File: config.mk
export PLATFORM = sky130hd
export DESIGN_NAME = asrm_regbank
export DESIGN_NICKNAME = d
export VERILOG_FILES = /design/src/rtl/asrm_regbank.sv
export SDC_FILE = /design/constraint.sdc
export NUM_CORES = 1
export LEC_CHECK = 0
export ABC_AREA = 1
export BUFFER_PORTS_ARGS = -buffer_cell sky130_fd_sc_hd__buf_2
export CORE_MARGIN = 10
export CORE_UTILIZATION = 60
export CTS_BUF_LIST = sky130_fd_sc_hd__clkbuf_16
export CTS_CLUSTER_DIAMETER = 80
export DETAILED_ROUTE_END_ITERATION = 8
export HOLD_SLACK_MARGIN = 0.1
export PLACE_DENSITY = 0.81
export SLEW_MARGIN = 20
export SYNTH_ARGS = -nofsm -noshare
export SYNTH_HDL_FRONTEND = slang
export SYNTH_SLANG_ARGS = --single-unit
File: constraint.sdc
create_clock -name clk -period 3.2 [get_ports clk]
set_input_delay 0.8 -clock clk [delete_from_list [all_inputs] [get_ports clk]]
set_output_delay 0.8 -clock clk [all_outputs]
set_load 0.01 [all_outputs]
File: src/rtl/asrm_regbank.sv
// Register bank for a small accumulator/stack machine: WR, PC, SR, SP and 12 GP
// registers, plus a RUN/ENTER/HALT sequencer handling interrupt entry and halt.
module asrm_regbank #(
  parameter int                  WORDSIZE    = 16,
  parameter logic [WORDSIZE-1:0] PC_RESET    = '0,
  parameter logic [WORDSIZE-1:0] SP_RESET    = '0,
  parameter logic [WORDSIZE-1:0] SR_RESET    = '0,
  parameter logic [WORDSIZE-1:0] GP_RESET    = '0,
  parameter int                  INT_LATENCY = 1
) (
  input  logic                clk,
  input  logic                reset,
  input  logic                stall,
  input  logic                wr_valid,
  input  logic [3:0]          wr_idx,
  input  logic [WORDSIZE-1:0] wr_data,
  input  logic [1:0]          sp_op,
  input  logic [7:0]          sp_step,
  input  logic                halt_req,
  input  logic                reti,
  input  logic                int_req,
  input  logic [WORDSIZE-1:0] int_vector,
  output logic                int_ack,
  input  logic [3:0]          rd_idx,
  output logic [WORDSIZE-1:0] rd_data,
  output logic [WORDSIZE-1:0] wr_reg,
  output logic [WORDSIZE-1:0] pc,
  output logic [WORDSIZE-1:0] sr,
  output logic [WORDSIZE-1:0] sp,
  output logic                halted,
  output logic                in_int
);

  typedef enum logic [1:0] {RUN, ENTER, HALT} state_t;

  localparam logic [1:0] LAT_LAST = 2'(INT_LATENCY - 1);

  state_t              state_q, state_d;
  logic [WORDSIZE-1:0] regs [16];
  logic [WORDSIZE-1:0] shadow_pc;
  logic [1:0]          lat_cnt;
  logic                accept, normal, do_reti, enter_done;
  logic [WORDSIZE-1:0] sp_delta;

  assign sp_delta = {{(WORDSIZE-8){1'b0}}, sp_step};

  always_ff @(posedge clk) begin
    if (!reset) state_q <= RUN;
    else        state_q <= state_d;
  end

  // Sequencer: stall gates every decision, so no qualified action fires while frozen.
  always_comb begin
    state_d    = state_q;
    accept     = 1'b0;
    normal     = 1'b0;
    do_reti    = 1'b0;
    enter_done = 1'b0;
    if (!stall) begin
      case (state_q)
        RUN: begin
          if (halt_req) begin
            state_d = HALT;
          end else if (int_req && !in_int) begin
            accept  = 1'b1;
            state_d = ENTER;
          end else begin
            normal  = 1'b1;
            do_reti = reti && in_int;
          end
        end
        ENTER: begin
          if (lat_cnt == LAT_LAST) begin
            enter_done = 1'b1;
            state_d    = RUN;
          end
        end
        default: ;
      endcase
    end
  end

  always_ff @(posedge clk) begin
    if (!reset) begin
      for (int i = 0; i < 16; i++) regs[i] <= GP_RESET;
      regs[1]   <= PC_RESET;
      regs[2]   <= SR_RESET;
      regs[3]   <= SP_RESET;
      shadow_pc <= '0;
      lat_cnt   <= '0;
      in_int    <= 1'b0;
      int_ack   <= 1'b0;
    end else begin
      int_ack <= accept;
      if (accept) begin
        shadow_pc <= regs[1];
        in_int    <= 1'b1;
        lat_cnt   <= '0;
      end
      if (state_q == ENTER && !stall) lat_cnt <= lat_cnt + 2'd1;
      if (enter_done) regs[1] <= int_vector;
      if (normal) begin
        if (sp_op == 2'b01)      regs[3] <= regs[3] + sp_delta;
        else if (sp_op == 2'b10) regs[3] <= regs[3] - sp_delta;
        // Explicit register write lands after the SP arithmetic so wr_idx=3 wins.
        if (wr_valid) regs[wr_idx] <= wr_data;
        if (do_reti) begin
          regs[1] <= shadow_pc;
          in_int  <= 1'b0;
        end else if (!(wr_valid && wr_idx == 4'd1)) begin
          regs[1] <= regs[1] + WORDSIZE'(1);
        end
      end
    end
  end

  assign rd_data = regs[rd_idx];
  assign wr_reg  = regs[0];
  assign pc      = regs[1];
  assign sr      = regs[2];
  assign sp      = regs[3];
  assign halted  = (state_q == HALT);

endmodule

Word level (Yosys, flattened, before mapping). Memories as Yosys holds them, arrays and structs flattened. Cells that the tools add are included. Widths: inputs -> output; s select.

Flip-flop bits (word level): 22. Memory bits (writable): 256. Output and inout bits: 83. Word-level logic and storage cells: 107. Memories kept: 1.

Memories: regs (words 16, bits a word 16, read ports 5, clocked after Yosys merged registers in 0, write ports 16, RTL line 39) `logic [WORDSIZE-1:0] regs [16];`.

$add $sub $neg: 4. Equal/unequal tests: 9. Multiplexer cells: 61. Bitwise logic cells: 15. Reductions and logical operators: 12.

Operators by type and width (number): $mux 16 (9); $mux 1 (45); $add 16x1->16 const B (1); $add 16x8->16 (1); $reduce_or 16->1 (1); $sub 16x8->16 (1); $mux 2 (5); $or 1x1->1 (8); $and 1x1->1 (4); $eq 2x1->1 const B (2); $eq 2x2->1 const B (2); $eq 4x1->1 const B (1); $eq 4x4->1 const A (1); $eq 4x4->1 const B (1); $logic_and 1x1->1 (4); $logic_not 2->1 (2); $mux 4 (1); $pmux 2 s2 (1); $reduce_and 4->1 (1); $reduce_bool 2->1 (2); $ne 3x3->1 const B (1); $not 1->1 (3); $add 2x1->2 const B (1); $logic_not 1->1 (2); $ne 2x2->1 const B (1).

Logic depth before layout (Yosys ltp).
Depth after elaboration: 16. Mapped depth: 15. Gate-level depth less buffers: 15.

Least setup slack after synthesis. OpenSTA, ideal clock, no wires.

Kind: input -> output. Start: in rd_idx[0]. End: out rd_data[8]. Arrival: 1915 ps. Data required time: 2400 ps. Slack: 485 ps. Cell stages on the path: 7. Cells stage by stage: buf_2 -> buf_2 -> buf_2 -> o21ai_0 -> o21ai_0 -> o22ai_1 -> o21ai_0.

Cells in the longest elaborated chain, start to end: 1.

Ends and longest elaborated chain: start: declaration (RTL line 24) `input logic [3:0] rd_idx,`; $mem_v2 16x16; end: declaration (RTL line 25) `output logic [WORDSIZE-1:0] rd_data,`.

Every way passes these cells.

Worst setup path in the final report.
Start: in rd_idx[1]. End: out rd_data[5].

The elaborated chain is that of the path after synthesis.

==> impl_metrics.tcl <==
set metrics [dict create \
    status "complete, no violations" \
    hold_buffers 0 \
    crit_chain "buf_2 > buf_12 > buf_4 > a21oi_1 > o21ai_0 > o21ai_0 > o211ai_1 > nand2_1 > buf_2" \
    ios 140 \
    synth_flop_cell "edfxtp_1" \
    ys_seq_area_frac 0.553 \
    cts_tree "yes" \
    num-nets-final 1831 \
    dp.cells 2048 \
    wire_per_inst_um 21.8 \
    yosysWarnings 0 \
    fp.coreArea_um2 24200 \
    hp-start "lat_cnt[1]" \
    finalSetupViolCount 0 \
    drcViolationCount 0 \
    vias 12900 \
    yosysTopAreaCellShare 0.523 \
    worst_hold_slack_ns 0.468 \
    fp-row-count 57 \
    grt_pass1_wl_um 69100 \
    synth.distinct_cells 38 \
    startpoint "rd_idx[1]" \
    finalSetupTns_ns 0 \
    grt_max_degree 44 \
    syn_inst 1613 \
    async_flop_share 0 \
    fmax_ghz 0.330 \
    antenna_cells 0 \
    max_stage_delay_ns 0.29 \
    hold_path_class "reg -> reg" \
    drtIter0Drc 1900 \
    synthSimpleGateAreaFrac 0.188 \
    die_area_um2 31200 \
    start_util 0.606 \
    drive_above_1_share 0.158 \
    synth_compound_area_frac 0.121 \
    fin_ws_ns 0.172 \
    antenna_found_initial 0 \
    synth.most_common_cell "nor2_1" \
    regToRegEndpoint "regs[3][14]" \
    synthAdderAreaFrac 0.0180 \
    clk_path_buf_depth 3 \
    rrSetupSlack_ns 0.71 \
    htreeDepth 1 \
    root_buffer "clkbuf_16" \
    ys_ff_latch 278 \
    fin_crit_sh 0.946 \
    pre_cts_ws_ns 0.219 \
    stdcell_count 2100 \
    worstMarginPinSlew_ns 0.820 \
    io_buffers 139 \
    cts_buffers 28 \
    synthMuxAreaShare 0.0368 \
    avgSynthCellArea_um2 9.11 \
    synth.cell_area_um2 14700 \
    min_period_ns 3.03 \
    synth_edf_count 256 \
    clk_transition_reported_paths_ns 0.06 \
    synth_top_family_by_area "simple AND/OR/NAND/NOR gates" \
    ys_top_cells_by_area "edfxtp_1 (52%), nor2_1 (7.1%), nand2_1 (6.4%)" \
    cts_setup_buffers 0 \
    path_max_fanout 43 \
    yosysTopAreaCell "edfxtp_1" \
    drt-total-wl_um 45700 \
    critPathRequiredTime_ns 2.40 \
    critPathSlowestCell "buf_4" \
    die_w_um 177 \
    crit_arrival_ns 2.23 \
    cts_sinks 278 \
    syn_to_final_growth_pct 15.1 \
    detailed_place_hpwl_um 31900 \
    final_area_um2 16900 \
    cap_violations 0 \
    cp-end-kind "output pin" \
    synth_common_cells "nor2_1 (278), edfxtp_1 (256), nand2_1 (252)" \
    syn_nets 1690 \
    setup.worst_path.class "in -> out" \
    ant_nets 0 \
    grt_usage 0.284 \
    place.gp.congestion 0.945 \
    synthXorXnorAreaFrac 0.00596 \
    cts_resized 0 \
    drv_slew 0 \
    grt_pass1_vias 12200 \
    rsz0062_at_grt "no" \
    cp-start-kind "input port" \
    p_per_area_nw_per_um2 515 \
    clk_latency_ns 0.54 \
    r2r_start "regs[3][0]" \
    routed_via_density 6.12 \
    firstDrtPassIters 8 \
    reg2regPathDepth 13 \
    final-hold-violation-count 0 \
    overflow 0 \
    slew_headroom 0.453 \
    worst_hold_path.endpoint "lat_cnt[1]" \
    die_y_um 177 \
    skew_ns 0.0154 \
    min_path_cells 2 \
    ir_drop_uv 564 \
    placed_cell_area_um2 15900 \
    p_leak_nw 7.48 \
]
## sequential cells by signal, summed over array words and instances, names as in the netlist
register   count
shadow_pc     16
in_int         1
int_ack        1
lat_cnt        2
regs         256
state_q        2
## report_power, final
group / total (mW) / internal (mW) / leakage (nW) / switching [mW]
combinational: 0.977 / 0.307 / 4.12 / 0.670
sequential: 4.18 / 4.09 / 2.85 / 0.0878
clock: 3.56 / 2.20 / 0.508 / 1.36
## metal layers
metal / up-vias / GRT usage / wire, um
met5: - / 0 / 0
met4: 0 / 0.112 / 1700
met3: 145 / 0.0585 / 5460
met2: 882 / 0.470 / 21800
met1: 6083 / 0.360 / 16800
li1: 5743 / - / -
## critical path, delay by kind of cell
family / cells / cell delay [ns]
buffers and inverters: 4 / 0.82
AOI/OAI and AO/OA: 4 / 0.48
and+or+nand+nor: 1 / 0.10
## cell families after synthesis
kind of cell               Yosys count
and+or+nand+nor                    664
AOI/OAI and AO/OA                  322
DFF                                278
buffers and inverters              265
muxes                               54
adders and majority gates           20
xor gates and xnor gates            10
## layout make-up
cell class              count  area (um^2)
flip-flops and latches    278         8130
fillers                  1842         7330
multi-input cells        1070         5440
repair buffers            205         1300
clock buffers              29          726
inverters                 171          642
well taps                 324          405
clock inverters            23          279
## how the worst max path moves through the flow
stage	slack [ns]	endpoint	cells after the start
floorplan	0.49	rd_data[8]	7
global placement	0.26	rd_data[5]	8
detailed placement	0.22	rd_data[5]	9
CTS	0.21	rd_data[5]	9
global route	0.09	rd_data[7]	9
finish	0.17	rd_data[5]	9
## placed cells by master (no fill, tap or decap), drive strengths merged
| master | netlist | routed |
|---|---|---|
| nand4 | 4 | 4 |
| nand2 | 268 | 268 |
| dfxtp | 22 | 22 |
| o31ai | 1 | 1 |
| nor3 | 10 | 10 |
| nor2 | 282 | 282 |
| clkbuf | 51 | 29 |
| o211ai | 45 | 45 |
| xor2 | 10 | 10 |
| o22ai | 5 | 5 |
| o21bai | 2 | 2 |
| clkinvlp | 0 | 1 |
| edfxtp | 256 | 256 |
| a211oi | 1 | 1 |
| o21ai | 146 | 146 |
| ha | 18 | 18 |
| bufinv | 0 | 7 |
| or2 | 1 | 1 |
| clkinv | 2 | 12 |
| a22oi | 2 | 2 |
| inv | 169 | 174 |
| mux2i | 54 | 54 |
| nand3 | 98 | 98 |
| and2 | 1 | 1 |
| fa | 2 | 2 |
| a21boi | 2 | 2 |
| o221ai | 8 | 8 |
| buf | 43 | 205 |
| a21oi | 110 | 110 |
## through the flow
stage | power [mW] | util
2_1_floorplan | 4.79 | -
3_3_place_gp | 5.17 | 0.656
3_5_place_dp | 5.20 | 0.656
4_1_cts | 8.70 | 0.698
5_1_grt | 8.93 | 0.698
6_report | 8.71 | 0.698
No activity file was read; power rests on OpenSTA's default activity.
